`config.mk`:
```
export PLATFORM = sky130hd
export DESIGN_NAME = i2c_adc_responder
export DESIGN_NICKNAME = d
export VERILOG_FILES = /design/src/rtl/i2c_adc_responder_pkg.sv /design/src/rtl/i2c_bus_monitor.sv /design/src/rtl/i2c_adc_responder.sv
export SDC_FILE = /design/constraint.sdc
export NUM_CORES = 1
export LEC_CHECK = 0
export BUFFER_PORTS_ARGS = -buffer_cell sky130_fd_sc_hd__buf_4
export CELL_PAD_IN_SITES_DETAIL_PLACEMENT = 0
export CELL_PAD_IN_SITES_GLOBAL_PLACEMENT = 1
export CORE_MARGIN = 1
export CORE_UTILIZATION = 43
export CTS_CLUSTER_SIZE = 12
export DETAILED_ROUTE_END_ITERATION = 8
export PLACE_DENSITY = 0.72
export SYNTH_ARGS = -nofsm -noshare
export SYNTH_HDL_FRONTEND = slang
export SYNTH_SLANG_ARGS = --single-unit
```
`constraint.sdc`:
```
create_clock -name clk_i -period 2.5 [get_ports clk_i]
set_clock_uncertainty 0.15 [all_clocks]
set_input_delay 0 -clock clk_i [delete_from_list [all_inputs] [get_ports clk_i]]
set_output_delay 0 -clock clk_i [all_outputs]
set_load 0.01 [all_outputs]
```
`src/rtl/i2c_adc_responder_pkg.sv`:
```
// Shared constants and types for the ADS1115-style I2C ADC responder.
// Register pointer codes, register reset values and the responder FSM encoding.
package i2c_adc_responder_pkg;

  localparam logic [1:0] PTR_CONV = 2'd0;
  localparam logic [1:0] PTR_CFG  = 2'd1;
  localparam logic [1:0] PTR_LO   = 2'd2;
  localparam logic [1:0] PTR_HI   = 2'd3;

  localparam logic [15:0] CFG_RESET       = 16'h8583;
  localparam logic [15:0] LO_THRESH_RESET = 16'h8000;
  localparam logic [15:0] HI_THRESH_RESET = 16'h7FFF;

  typedef enum logic [2:0] {
    ST_IDLE     = 3'd0,
    ST_ADDR     = 3'd1,
    ST_ADDR_ACK = 3'd2,
    ST_RX_BYTE  = 3'd3,
    ST_RX_ACK   = 3'd4,
    ST_TX_BYTE  = 3'd5,
    ST_TX_ACK   = 3'd6,
    ST_IGNORE   = 3'd7
  } state_e;

endpackage

```
`src/rtl/i2c_bus_monitor.sv`:
```
// Synchronises SCL/SDA into clk_i and derives one-cycle bus event strobes.
// START/STOP are SDA edges seen while SCL is high on both the current and the previous sample.
module i2c_bus_monitor #(
  parameter int SYNC_STAGES = 2
) (
  input  logic clk_i,
  input  logic rst_ni,
  input  logic scl_i,
  input  logic sda_i,
  output logic sda_o,
  output logic scl_rise_o,
  output logic scl_fall_o,
  output logic start_o,
  output logic stop_o
);

  logic [SYNC_STAGES-1:0] scl_sync_r;
  logic [SYNC_STAGES-1:0] sda_sync_r;
  logic                   scl_prev_r;
  logic                   sda_prev_r;
  logic                   scl_s;
  logic                   sda_s;

  assign scl_s = scl_sync_r[SYNC_STAGES-1];
  assign sda_s = sda_sync_r[SYNC_STAGES-1];

  // Synchroniser chains plus one delayed copy for edge detection; the bus idles high.
  always_ff @(posedge clk_i or negedge rst_ni) begin
    if (!rst_ni) begin
      scl_sync_r <= '1;
      sda_sync_r <= '1;
      scl_prev_r <= 1'b1;
      sda_prev_r <= 1'b1;
    end else begin
      scl_sync_r <= {scl_sync_r[SYNC_STAGES-2:0], scl_i};
      sda_sync_r <= {sda_sync_r[SYNC_STAGES-2:0], sda_i};
      scl_prev_r <= scl_s;
      sda_prev_r <= sda_s;
    end
  end

  assign sda_o      = sda_s;
  assign scl_rise_o = scl_s & ~scl_prev_r;
  assign scl_fall_o = ~scl_s & scl_prev_r;
  assign start_o    = scl_s & scl_prev_r & sda_prev_r & ~sda_s;
  assign stop_o     = scl_s & scl_prev_r & ~sda_prev_r & sda_s;

endmodule

```
`src/rtl/i2c_adc_responder.sv`:
```
// I2C target emulating a 4-register ADS1115-style ADC, with a timed synthetic conversion.
// SDA is only ever changed on the cycle after a detected SCL fall, so the responder never forms a START/STOP itself.
module i2c_adc_responder
  import i2c_adc_responder_pkg::*;
#(
  parameter logic [6:0] ADDRESS     = 7'b1001001,
  parameter int         CONV_CYCLES = 31395,
  parameter int         SYNC_STAGES = 2
) (
  input  logic        clk_i,
  input  logic        rst_ni,
  input  logic        scl_i,
  input  logic        sda_i,
  output logic        sda_oe_o,
  input  logic [15:0] sample_i,
  output logic [15:0] config_o,
  output logic        conv_start_o,
  output logic        busy_o,
  output logic        active_o
);

  localparam int            TW         = $clog2(CONV_CYCLES + 1);
  localparam logic [TW-1:0] TIMER_LOAD = TW'(CONV_CYCLES - 1);

  logic          sda_s, scl_rise_s, scl_fall_s, start_s, stop_s;
  state_e        state_r, state_next_s;
  logic [3:0]    bit_cnt_r;
  logic [7:0]    shift_r;
  logic          ack_r;
  logic [1:0]    byte_idx_r;
  logic [1:0]    pointer_r;
  logic [7:0]    stage_r;
  logic [15:0]   tx_word_r;
  logic          byte_sel_r;
  logic [15:0]   config_r;
  logic [15:0]   conv_r;
  logic          busy_r;
  logic [TW-1:0] timer_r;
  logic          conv_start_r;
  logic          sda_oe_r, oe_next_s;
  logic          active_r, active_next_s;
  logic          byte_done_s, addr_match_s, rx_byte_end_s, snapshot_s, wr_commit_s;
  logic [15:0]   rd_word_s;
  logic [7:0]    tx_byte_s;
  logic [2:0]    tx_idx_s;

  i2c_bus_monitor #(
    .SYNC_STAGES (SYNC_STAGES)
  ) u_bus_monitor (
    .clk_i      (clk_i),
    .rst_ni     (rst_ni),
    .scl_i      (scl_i),
    .sda_i      (sda_i),
    .sda_o      (sda_s),
    .scl_rise_o (scl_rise_s),
    .scl_fall_o (scl_fall_s),
    .start_o    (start_s),
    .stop_o     (stop_s)
  );

  assign byte_done_s   = scl_fall_s && (bit_cnt_r == 4'd8);
  assign addr_match_s  = (shift_r[7:1] == ADDRESS);
  assign rx_byte_end_s = (state_r == ST_RX_BYTE) && (state_next_s == ST_RX_ACK);
  assign snapshot_s    = (state_r == ST_ADDR) && (state_next_s == ST_ADDR_ACK);
  assign wr_commit_s   = rx_byte_end_s && (byte_idx_r == 2'd2) && (pointer_r == PTR_CFG);
  assign tx_byte_s     = byte_sel_r ? tx_word_r[7:0] : tx_word_r[15:8];
  assign tx_idx_s      = (state_r == ST_TX_BYTE) ? (3'd7 - bit_cnt_r[2:0]) : 3'd7;

  // Read mux selected by the pointer; OS reads back as "not busy".
  always_comb begin
    case (pointer_r)
      PTR_CONV: rd_word_s = conv_r;
      PTR_CFG:  rd_word_s = {~busy_r, config_r[14:0]};
      PTR_LO:   rd_word_s = LO_THRESH_RESET;
      PTR_HI:   rd_word_s = HI_THRESH_RESET;
      default:  rd_word_s = conv_r;
    endcase
  end

  // State register and registered bus outputs.
  always_ff @(posedge clk_i or negedge rst_ni) begin
    if (!rst_ni) begin
      state_r  <= ST_IDLE;
      sda_oe_r <= 1'b0;
      active_r <= 1'b0;
    end else begin
      state_r  <= state_next_s;
      sda_oe_r <= oe_next_s;
      active_r <= active_next_s;
    end
  end

  // Next-state logic; STOP then START override any bit activity.
  always_comb begin
    state_next_s = state_r;
    if (stop_s) begin
      state_next_s = ST_IDLE;
    end else if (start_s) begin
      state_next_s = ST_ADDR;
    end else begin
      case (state_r)
        ST_ADDR:     state_next_s = byte_done_s ? (addr_match_s ? ST_ADDR_ACK : ST_IGNORE) : ST_ADDR;
        ST_ADDR_ACK: state_next_s = scl_fall_s ? (shift_r[0] ? ST_TX_BYTE : ST_RX_BYTE) : ST_ADDR_ACK;
        ST_RX_BYTE:  state_next_s = byte_done_s ? ST_RX_ACK : ST_RX_BYTE;
        ST_RX_ACK:   state_next_s = scl_fall_s ? ST_RX_BYTE : ST_RX_ACK;
        ST_TX_BYTE:  state_next_s = byte_done_s ? ST_TX_ACK : ST_TX_BYTE;
        ST_TX_ACK:   state_next_s = scl_fall_s ? (ack_r ? ST_IGNORE : ST_TX_BYTE) : ST_TX_ACK;
        default:     state_next_s = state_r;
      endcase
    end
  end

  // Output logic: SDA drive is re-evaluated only on SCL fall, from the state being entered.
  always_comb begin
    oe_next_s     = sda_oe_r;
    active_next_s = active_r;
    if (start_s || stop_s) begin
      oe_next_s     = 1'b0;
      active_next_s = 1'b0;
    end else begin
      active_next_s = (state_next_s == ST_ADDR_ACK) ? 1'b1 : active_r;
      if (scl_fall_s) begin
        case (state_next_s)
          ST_ADDR_ACK, ST_RX_ACK: oe_next_s = 1'b1;
          ST_TX_BYTE:             oe_next_s = ~tx_byte_s[tx_idx_s];
          default:                oe_next_s = 1'b0;
        endcase
      end else begin
        oe_next_s = sda_oe_r;
      end
    end
  end

  // Bit/byte datapath: shifter, byte index, pointer, staging and read snapshot.
  always_ff @(posedge clk_i or negedge rst_ni) begin
    if (!rst_ni) begin
      bit_cnt_r  <= 4'd0;
      shift_r    <= 8'h00;
      ack_r      <= 1'b1;
      byte_idx_r <= 2'd0;
      pointer_r  <= PTR_CONV;
      stage_r    <= 8'h00;
      tx_word_r  <= 16'h0000;
      byte_sel_r <= 1'b0;
    end else begin
      if (start_s || (state_next_s != state_r)) begin
        bit_cnt_r <= 4'd0;
      end else if (scl_rise_s && (state_r == ST_ADDR || state_r == ST_RX_BYTE || state_r == ST_TX_BYTE)) begin
        bit_cnt_r <= bit_cnt_r + 4'd1;
      end
      if (scl_rise_s && (state_r == ST_ADDR || state_r == ST_RX_BYTE)) begin
        shift_r <= {shift_r[6:0], sda_s};
      end
      if (scl_rise_s && (state_r == ST_TX_ACK)) begin
        ack_r <= sda_s;
      end
      if (state_r == ST_ADDR_ACK) begin
        byte_idx_r <= 2'd0;
      end else if (rx_byte_end_s && (byte_idx_r != 2'd3)) begin
        byte_idx_r <= byte_idx_r + 2'd1;
      end
      if (rx_byte_end_s && (byte_idx_r == 2'd0)) begin
        pointer_r <= shift_r[1:0];
      end
      if (rx_byte_end_s && (byte_idx_r == 2'd1)) begin
        stage_r <= shift_r;
      end
      // The snapshot keeps a multi-byte read coherent across a conversion completing.
      if (snapshot_s) begin
        tx_word_r  <= rd_word_s;
        byte_sel_r <= 1'b0;
      end else if ((state_r == ST_TX_BYTE) && (state_next_s == ST_TX_ACK)) begin
        byte_sel_r <= ~byte_sel_r;
      end
    end
  end

  // Config commit and conversion timer; an OS request while busy is dropped.
  always_ff @(posedge clk_i or negedge rst_ni) begin
    if (!rst_ni) begin
      config_r     <= CFG_RESET;
      conv_r       <= 16'h0000;
      busy_r       <= 1'b0;
      timer_r      <= '0;
      conv_start_r <= 1'b0;
    end else begin
      conv_start_r <= 1'b0;
      if (wr_commit_s) begin
        config_r <= {1'b0, stage_r[6:0], shift_r};
      end
      if (busy_r) begin
        if (timer_r == '0) begin
          conv_r <= sample_i;
          busy_r <= 1'b0;
        end else begin
          timer_r <= timer_r - TW'(1);
        end
      end else if (wr_commit_s && stage_r[7]) begin
        conv_start_r <= 1'b1;
        busy_r       <= 1'b1;
        timer_r      <= TIMER_LOAD;
      end
    end
  end

  assign sda_oe_o     = sda_oe_r;
  assign active_o     = active_r;
  assign config_o     = config_r;
  assign busy_o       = busy_r;
  assign conv_start_o = conv_start_r;

endmodule

```
Word-level counts from Yosys, hierarchy flattened
Index checks and enable logic that the tools add are counted.
{"block": "totals", "reg_bits": 102, "latchBits": 0, "ram_bits": 0, "romBits": 0, "in_bits": 20, "out_inout_bits": 20, "word_cells": 123, "mem_count": 0}
{"block": "op_classes", "add_sub_neg": 4, "mul": 0, "div_mod_pow": 0, "magnitude_cmp": 1, "eq_ne": 20, "shift": 0, "n_mux": 35, "n_bitwise": 14, "reduce_logical": 29}
{"operator": "$pmux 16 s4", "n": 1}
{"operator": "$mux 15", "n": 3}
{"operator": "$mux 3", "n": 9}
{"operator": "$eq 3x3->1 const B", "n": 6}
{"operator": "$pmux 3 s6", "n": 1}
{"operator": "$logic_not 15->1", "n": 1}
{"operator": "$sub 15x1->15 const B", "n": 1}
{"operator": "$logic_and 1x1->1", "n": 13}
{"operator": "$reduce_bool 2->1", "n": 6}
{"operator": "$mux 1", "n": 11}
{"operator": "$mux 2", "n": 5}
{"operator": "$eq 3x2->1 const B", "n": 3}
{"operator": "$mux 4", "n": 2}
{"operator": "$mux 8", "n": 1}
{"operator": "$and 1x1->1", "n": 7}
{"operator": "$eq 7x7->1 const B", "n": 1}
{"operator": "$not 1->1", "n": 7}
{"operator": "$eq 2x2->1 const B", "n": 3}
{"operator": "$add 4x1->4 const B", "n": 1}
{"operator": "$eq 2x1->1 const B", "n": 2}
{"operator": "$eq 4x4->1 const B", "n": 1}
{"operator": "$logic_not 2->1", "n": 2}
{"operator": "$logic_or 1x1->1", "n": 4}
{"operator": "$lt 3x4->1 const B", "n": 1}
{"operator": "9 further kinds", "n": 11}

Depth between registers and ports, before layout
{"block": "logic_depth", "ltp_word": 14, "mapped_depth": 11, "depth_no_buf": 9}

Hierarchy
From an unflattened synthesis, not the netlist that was laid out.
{"block": "hier_totals", "cells_unflattened": 422, "hier_area_um2": 4977.3}
{"mod": "i2c_adc_responder", "n_inst": 1, "cells_each": 412, "area_each_um2": 4787.1, "seq_area_each_um2": 2411.1}
{"mod": "i2c_bus_monitor", "n_inst": 1, "cells_each": 10, "area_each_um2": 190.2, "seq_area_each_um2": 157.7}

Worst setup path after synthesis
OpenSTA, ideal clock, no wires.
{"block": "synth_path", "path_kind": "register -> register", "start": "register bit_cnt_r[0]", "end": "register timer_r[4]", "setup_ns": 0.118, "arrival_ns": 2.169, "required_time_ns": 2.232, "setup_slack_ns": 0.063, "path_stages_with_launch": 12, "path_buffers": 2, "synth_period_minus_slack_ns": 2.437, "cell_sequence": "dfrtp_1 -> clkbuf_1 -> inv_1 -> ha_1 -> and3b_1 -> nand4_1 -> or2_2 -> buf_2 -> o31a_4 -> inv_4 -> o21ai_1 -> a21o_1"}
{"block": "synth_between", "elab_chain_len": 13, "elab_cells_between_ends": 15, "classes_between": "eq/ne (2); mux (6); reduce/logical (7)"}
{"item": "from (decl)", "line": "i2c_adc_responder.sv:27", "rtl": "logic [3:0] bit_cnt_r;"}
{"item": "from (signal assigned)", "line": "i2c_adc_responder.sv:149", "rtl": "bit_cnt_r <= bit_cnt_r + 4'd1;"}
{"item": "$eq 4x4->1 *", "line": "i2c_adc_responder.sv:61", "rtl": "assign byte_done_s = scl_fall_s && (bit_cnt_r == 4'd8);"}
{"item": "$logic_and 1x1->1 *", "line": "i2c_adc_responder.sv:61"}
{"item": "$mux 2, or another cell as far along", "line": "i2c_adc_responder.sv:106", "rtl": "ST_TX_BYTE: state_next_s = byte_done_s ? ST_TX_ACK : ST_TX_BYTE;"}
{"item": "$pmux 3 s6 *", "line": "i2c_adc_responder.sv:101", "rtl": "case (state_r)"}
{"item": "$mux 3 *", "line": "i2c_adc_responder.sv:98", "rtl": "end else if (start_s) begin"}
{"item": "$mux 3 *", "line": "i2c_adc_responder.sv:96", "rtl": "if (stop_s) begin"}
{"item": "$eq 3x3->1 *", "line": "i2c_adc_responder.sv:63", "rtl": "assign rx_byte_end_s = (state_r == ST_RX_BYTE) && (state_next_s == ST_RX_ACK);"}
{"item": "$logic_and 1x1->1 *", "line": "i2c_adc_responder.sv:63"}
{"item": "$logic_and 1x1->1 * (2 in a row)", "line": "i2c_adc_responder.sv:65", "rtl": "assign wr_commit_s = rx_byte_end_s && (byte_idx_r == 2'd2) && (pointer_r == PTR_CFG);"}
{"item": "$logic_and 1x1->1 *", "line": "i2c_adc_responder.sv:198", "rtl": "end else if (wr_commit_s && stage_r[7]) begin"}
{"item": "$reduce_bool 2->1 (no source line) *"}
{"item": "$reduce_and 2->1 (no source line) *"}
{"item": "to (signal assigned)", "line": "i2c_adc_responder.sv:196", "rtl": "timer_r <= timer_r - TW'(1);"}
{"item": "to (decl)", "line": "i2c_adc_responder.sv:38", "rtl": "logic [TW-1:0] timer_r;"}
Mark *: on every way between the ends. The rest lies on a longest branch, timed or not.
A chain may end at the register's enable or synchronous reset.

Worst setup path after layout
{"block": "layout_path", "start": "register timer_r[9]", "end": "register conv_r[13]"}
{"block": "layout_between", "elab_chain_len": 2}
{"item": "$logic_not 15->1", "line": "i2c_adc_responder.sv:192", "rtl": "if (timer_r == '0) begin"}
{"item": "$reduce_and 2->1 (no source line)"}
{"item": "to (signal assigned)", "line": "i2c_adc_responder.sv:193", "rtl": "conv_r <= sample_i;"}
{"item": "to (decl)", "line": "i2c_adc_responder.sv:36", "rtl": "logic [15:0] conv_r;"}
Every way passes these cells.

==> insert_results.sql <==
INSERT INTO impl_metrics (metric_group, metric, value, unit) VALUES
('power_and_ir_drop', 'sequentialPowerShare', '45.0', '%'),
('drt', 'top_layer', 'met4', ''),
('clocking', 'cts_tree', 'built', ''),
('drt', 'routedWlPerCell', '16.7', 'um'),
('sta', 'setup_viol', '0', ''),
('logic_synthesis', 'synth_area_per_cell', '11.2', 'um^2'),
('logic_synthesis', 'syn_nets', '464', ''),
('global_route', 'globalRoute.totalOverflow', '0', ''),
('sta', 'rsz_0062_raised_after_global_routing', 'false', ''),
('sta', 'final_min_period_over_clock_period', '97.0', '%'),
('logic_synthesis', 'synth-edff-count', '0', ''),
('run_status', 'status', 'finished clean', ''),
('clocking', 'htree_depth', '3', ''),
('die', 'fp.dieArea', '11800', 'um^2'),
('die', 'row_count', '38', ''),
('critical_path', 'timing.critical_path.required', '2.57', 'ns'),
('drt', 'wirelength_met1', '5290', 'um'),
('power_and_ir_drop', 'ir_drop_worst_case_vdd', '0.000470', 'V'),
('drt', 'vias_per_cell', '5.41', ''),
('logic_synthesis', 'syn-instance-count', '437', ''),
('logic_synthesis', 'synth.area.top_cells', 'sky130_fd_sc_hd__dfrtp_1, sky130_fd_sc_hd__mux2_2, sky130_fd_sc_hd__dfstp_2', ''),
('global_route', 'grt_usage', '20.1', '%'),
('power_and_ir_drop', 'clock_share_of_power', '38.2', '%'),
('sta', 'period_needed', '2.43', 'ns'),
('clocking', 'cts_made_buffers', '9', ''),
('logic_synthesis', 'synth.lib_cells_used.distinct', '59', ''),
('logic_synthesis', 'synth.yosys.seq_area_share', '52.3', '%'),
('die', 'io_pins', '40', ''),
('logic_synthesis', 'ys_async_sr_fraction', '100', '%'),
('clocking', 'cts.sink_count', '102', ''),
('power_and_ir_drop', 'power_per_cell_area', '690', 'nW/um^2'),
('min_path', 'worst_hold_path_type', 'in2async', ''),
('drt', 'met2RoutedLength', '5290', 'um'),
('logic_synthesis', 'syn-cell-area', '4910', 'um^2'),
('sta', 'hold_violations', '0', ''),
('critical_path', 'timing_worst_setup_path_type', 'reg2reg', ''),
('placement', 'post-dp-hpwl', '7600', 'um'),
('drt', 'post-route-drc-count', '0', ''),
('critical_path', 'cp-start-kind', 'register', ''),
('power_and_ir_drop', 'power.switching_fraction', '25.8', '%'),
('logic_synthesis', 'synthesis_stage_register_bit_count', '102', ''),
('clocking', 'clkSlewWorstSetupHoldPaths', '0.07', 'ns'),
('sta', 'slew_viol_final', '0', ''),
('die', 'start_util', '44.7', '%'),
('clocking', 'clk_root_buffer_cell', 'sky130_fd_sc_hd__clkbuf_16', ''),
('logic_synthesis', 'synth.yosys.warnings', '0', ''),
('power_and_ir_drop', 'netSwitchingPower', '1080', 'uW'),
('clocking', 'clockBufferDepth', '2', ''),
('global_route', 'largest_net_degree_at_the_start_of_global_routing', '43', ''),
('sta', 'max_clock_freq', '412', 'MHz'),
('die', 'coreArea', '11000', 'um^2'),
('placement', 'finalWeightedCongestion', '0.824', ''),
('critical_path', 'cp_max_fo', '8', ''),
('logic_synthesis', 'postSynth.topFlopCell', 'sky130_fd_sc_hd__dfrtp_1', ''),
('cells_and_area', 'finalNetCount', '538', ''),
('drt', 'detailed_route_via_count', '3550', ''),
('clocking', 'worst_skew_pair.late_latency', '0.34', 'ns'),
('power_and_ir_drop', 'combinationalPowerShare', '16.9', '%'),
('critical_path', 'cp_data_arrival_time', '2.50', 'ns'),
('drt', 'detail_route.wirelength', '11000', 'um'),
('drt', 'met3WireLength', '303', 'um'),
('die', 'die_width', '109', 'um'),
('sta', 'worstMarginPinSlew', '0.827', 'ns'),
('cells_and_area', 'layout-area-overhead-vs-synth', '23.7', '%'),
('drt', 'drt-initial-drc-count', '173', ''),
('sta', 'slew_headroom', '44.9', '%'),
('drt', 'firstDrtPassIters', '4', ''),
('power_and_ir_drop', 'internal-power', '3110', 'uW'),
('cells_and_area', 'drive_gt1_share', '30.6', '%'),
('power_and_ir_drop', 'leakage', '0.00282', 'uW'),
('drt', 'drt.antenna.violating_nets', '0', ''),
('critical_path', 'setup.worst_path.end_class', 'register', ''),
('die', 'dieHeight', '109', 'um'),
('global_route', 'grt_pass1_vias', '3449', ''),
('global_route', 'grt_first_pass_wirelength', '18100', 'um'),
('global_route', 'antenna_found_initial', '0', ''),
('logic_synthesis', 'yosys.area.top_type_share', '45.4', '%'),
('logic_synthesis', 'synth_top_area_cell', 'sky130_fd_sc_hd__dfrtp_1', ''),
('sta', 'holdWs', '0.0424', 'ns'),
('placement', 'port_buffers', '39', ''),
('flow_run', 'cap_viol_max_count', '0', ''),
('cells_and_area', 'antenna_cells', '0', ''),
('sta', 'tns', '0', 'ns');
-- cell families (layout without fill, tap and decap cells) --
group,after synthesis,count (layout),share of synthesized area (%)
fa+ha+maj,7,7,1.78
flops,102,102,52.3
xor+xnor,10,10,1.78
buf+inv,36,114,3.03
simple gates,139,140,15.7
compound gates,90,90,11.8
mux,53,53,13.6
-- cell usage after synthesis, drive strengths merged, types with 3 or more instances --
master  count
a31oi       5
dfstp      13
clkbuf     16
nor2b      19
nand4       4
o31ai       3
nand2      36
xnor2       7
ha          7
nor3       12
dfrtp      89
nor2       23
mux2       48
and3b       4
mux4        3
nor3b       3
inv        15
o22ai      15
a21oi      12
buf         5
and3        5
nand2b      7
nor4        3
o41ai       5
and2        4
nand3       3
xor2        3
nand3b      5
o21ai      37
-- per-stage QoR --
step / power (uW) / worst slack, ns / util [%] / cells / area, um^2
after floorplan: 2280 / 0.0627 / - / 437 / 4910
final: 4190 / 0.0747 / 55.3 / 656 / 6070
after detailed placement: 2590 / 0.0802 / 49.8 / 618 / 5470
after global routing: 4390 / 0.00753 / 55.3 / 656 / 6070
after global placement: 2580 / 0.120 / 49.8 / 618 / 5470
after CTS: 4230 / 0.0441 / 54.7 / 653 / 6010
-- worst paths after layout --
kind                                                            start                                     to  slack [ns]  depth (start not counted)
min in group clk_i                                              scl_i  u_bus_monitor.scl_sync_r[0]$_DFF_PN1_        0.16                          2
worst min-delay path                                           rst_ni                   active_o$_DFFE_PN0P_        0.04                          2
worst max-delay path                           timer_r[9]$_DFFE_PN0P_                 conv_r[13]$_DFFE_PN0P_        0.07                          6
worst min register to register  u_bus_monitor.sda_sync_r[0]$_DFF_PN1_  u_bus_monitor.sda_sync_r[1]$_DFF_PN1_        0.21                          0
max in group asynchronous                                      rst_ni               config_o[10]$_DFFE_PN1P_        1.41                          3
worst max register to register                 timer_r[9]$_DFFE_PN0P_                 conv_r[13]$_DFFE_PN0P_        0.07                          6
-- routing by layer --
| metal | vias up | global-route usage (%) |
|---|---|---|
| li1 | 1708 | - |
| met1 | 1774 | 28.8 |
| met2 | 59 | 31.9 |
| met3 | 9 | 3.89 |
| met4 | 0 | 4.05 |
| met5 | - | 0 |
-- repair_timing --
action	CTS	global route
hold buffers	19	0
buffers inserted	0	2
hold endpoints to repair	90	0
resized for setup	0	4
endpoints found under the setup margin	0	18
-- cell type report --
cell class	count	area, um^2
Clock buffer	11	243
Clock inverter	5	106
Fill cell	934	4910
Inverter	15	58.8
Multi-Input combinational cell	300	2220
Sequential cell	102	2570
Tap cell	140	175
Timing Repair Buffer	83	696
-- state kept, by name, indices dropped and copies added (netlist names), 2 cells and up --
name	count
config_o	16
conv_r	16
tx_word_r	16
timer_r	15
shift_r	8
stage_r	8
bit_cnt_r	4
state_r	3
byte_idx_r	2
pointer_r	2
u_bus_monitor.scl_sync_r	2
u_bus_monitor.sda_sync_r	2
-- power groups by stage --
stage,Clock (uW),Combinational (uW),Sequential (uW)
finish,1600,707,1890
global route,1710,776,1900
CTS,1640,704,1880
detailed placement,0,678,1910
global placement,0,672,1910
floorplan,0,389,1890
-- critical path, cell delays in order, from the launching register on --
cell and delay (ns):
sky130_fd_sc_hd__dfrtp_1 0.42, sky130_fd_sc_hd__or3_4 0.42, sky130_fd_sc_hd__or4_4 0.48, sky130_fd_sc_hd__nor3_4 0.24
sky130_fd_sc_hd__buf_12 0.15, sky130_fd_sc_hd__nand2_8 0.10, sky130_fd_sc_hd__mux2_4 0.36
-- cell usage in the layout (no fill, tap or decap), types with 4 or more instances in the layout --
cell / netlist / final
sky130_fd_sc_hd__buf_4: 0 / 62
sky130_fd_sc_hd__o21ai_0: 36 / 36
sky130_fd_sc_hd__nand2_1: 35 / 35
sky130_fd_sc_hd__dfrtp_1: 89 / 89
sky130_fd_sc_hd__dfstp_2: 13 / 13
sky130_fd_sc_hd__o22ai_1: 15 / 15
sky130_fd_sc_hd__o41ai_1: 4 / 4
sky130_fd_sc_hd__ha_1: 7 / 7
sky130_fd_sc_hd__a31oi_1: 5 / 5
sky130_fd_sc_hd__xnor2_1: 7 / 7
sky130_fd_sc_hd__mux2_2: 38 / 38
sky130_fd_sc_hd__nor2b_1: 19 / 19
sky130_fd_sc_hd__nand3b_1: 5 / 5
sky130_fd_sc_hd__nor2_1: 23 / 23
sky130_fd_sc_hd__inv_1: 14 / 14
sky130_fd_sc_hd__and2_1: 4 / 4
sky130_fd_sc_hd__mux2_4: 10 / 10
sky130_fd_sc_hd__and3_1: 5 / 5
sky130_fd_sc_hd__nand2b_1: 7 / 7
sky130_fd_sc_hd__nor3_1: 11 / 11
sky130_fd_sc_hd__a21oi_1: 12 / 12
sky130_fd_sc_hd__clkbuf_16: 0 / 9
sky130_fd_sc_hd__dlygate4sd3_1: 0 / 19
sky130_fd_sc_hd__nand4_1: 4 / 4
Note: power is estimated with default switching activity, not from simulation.
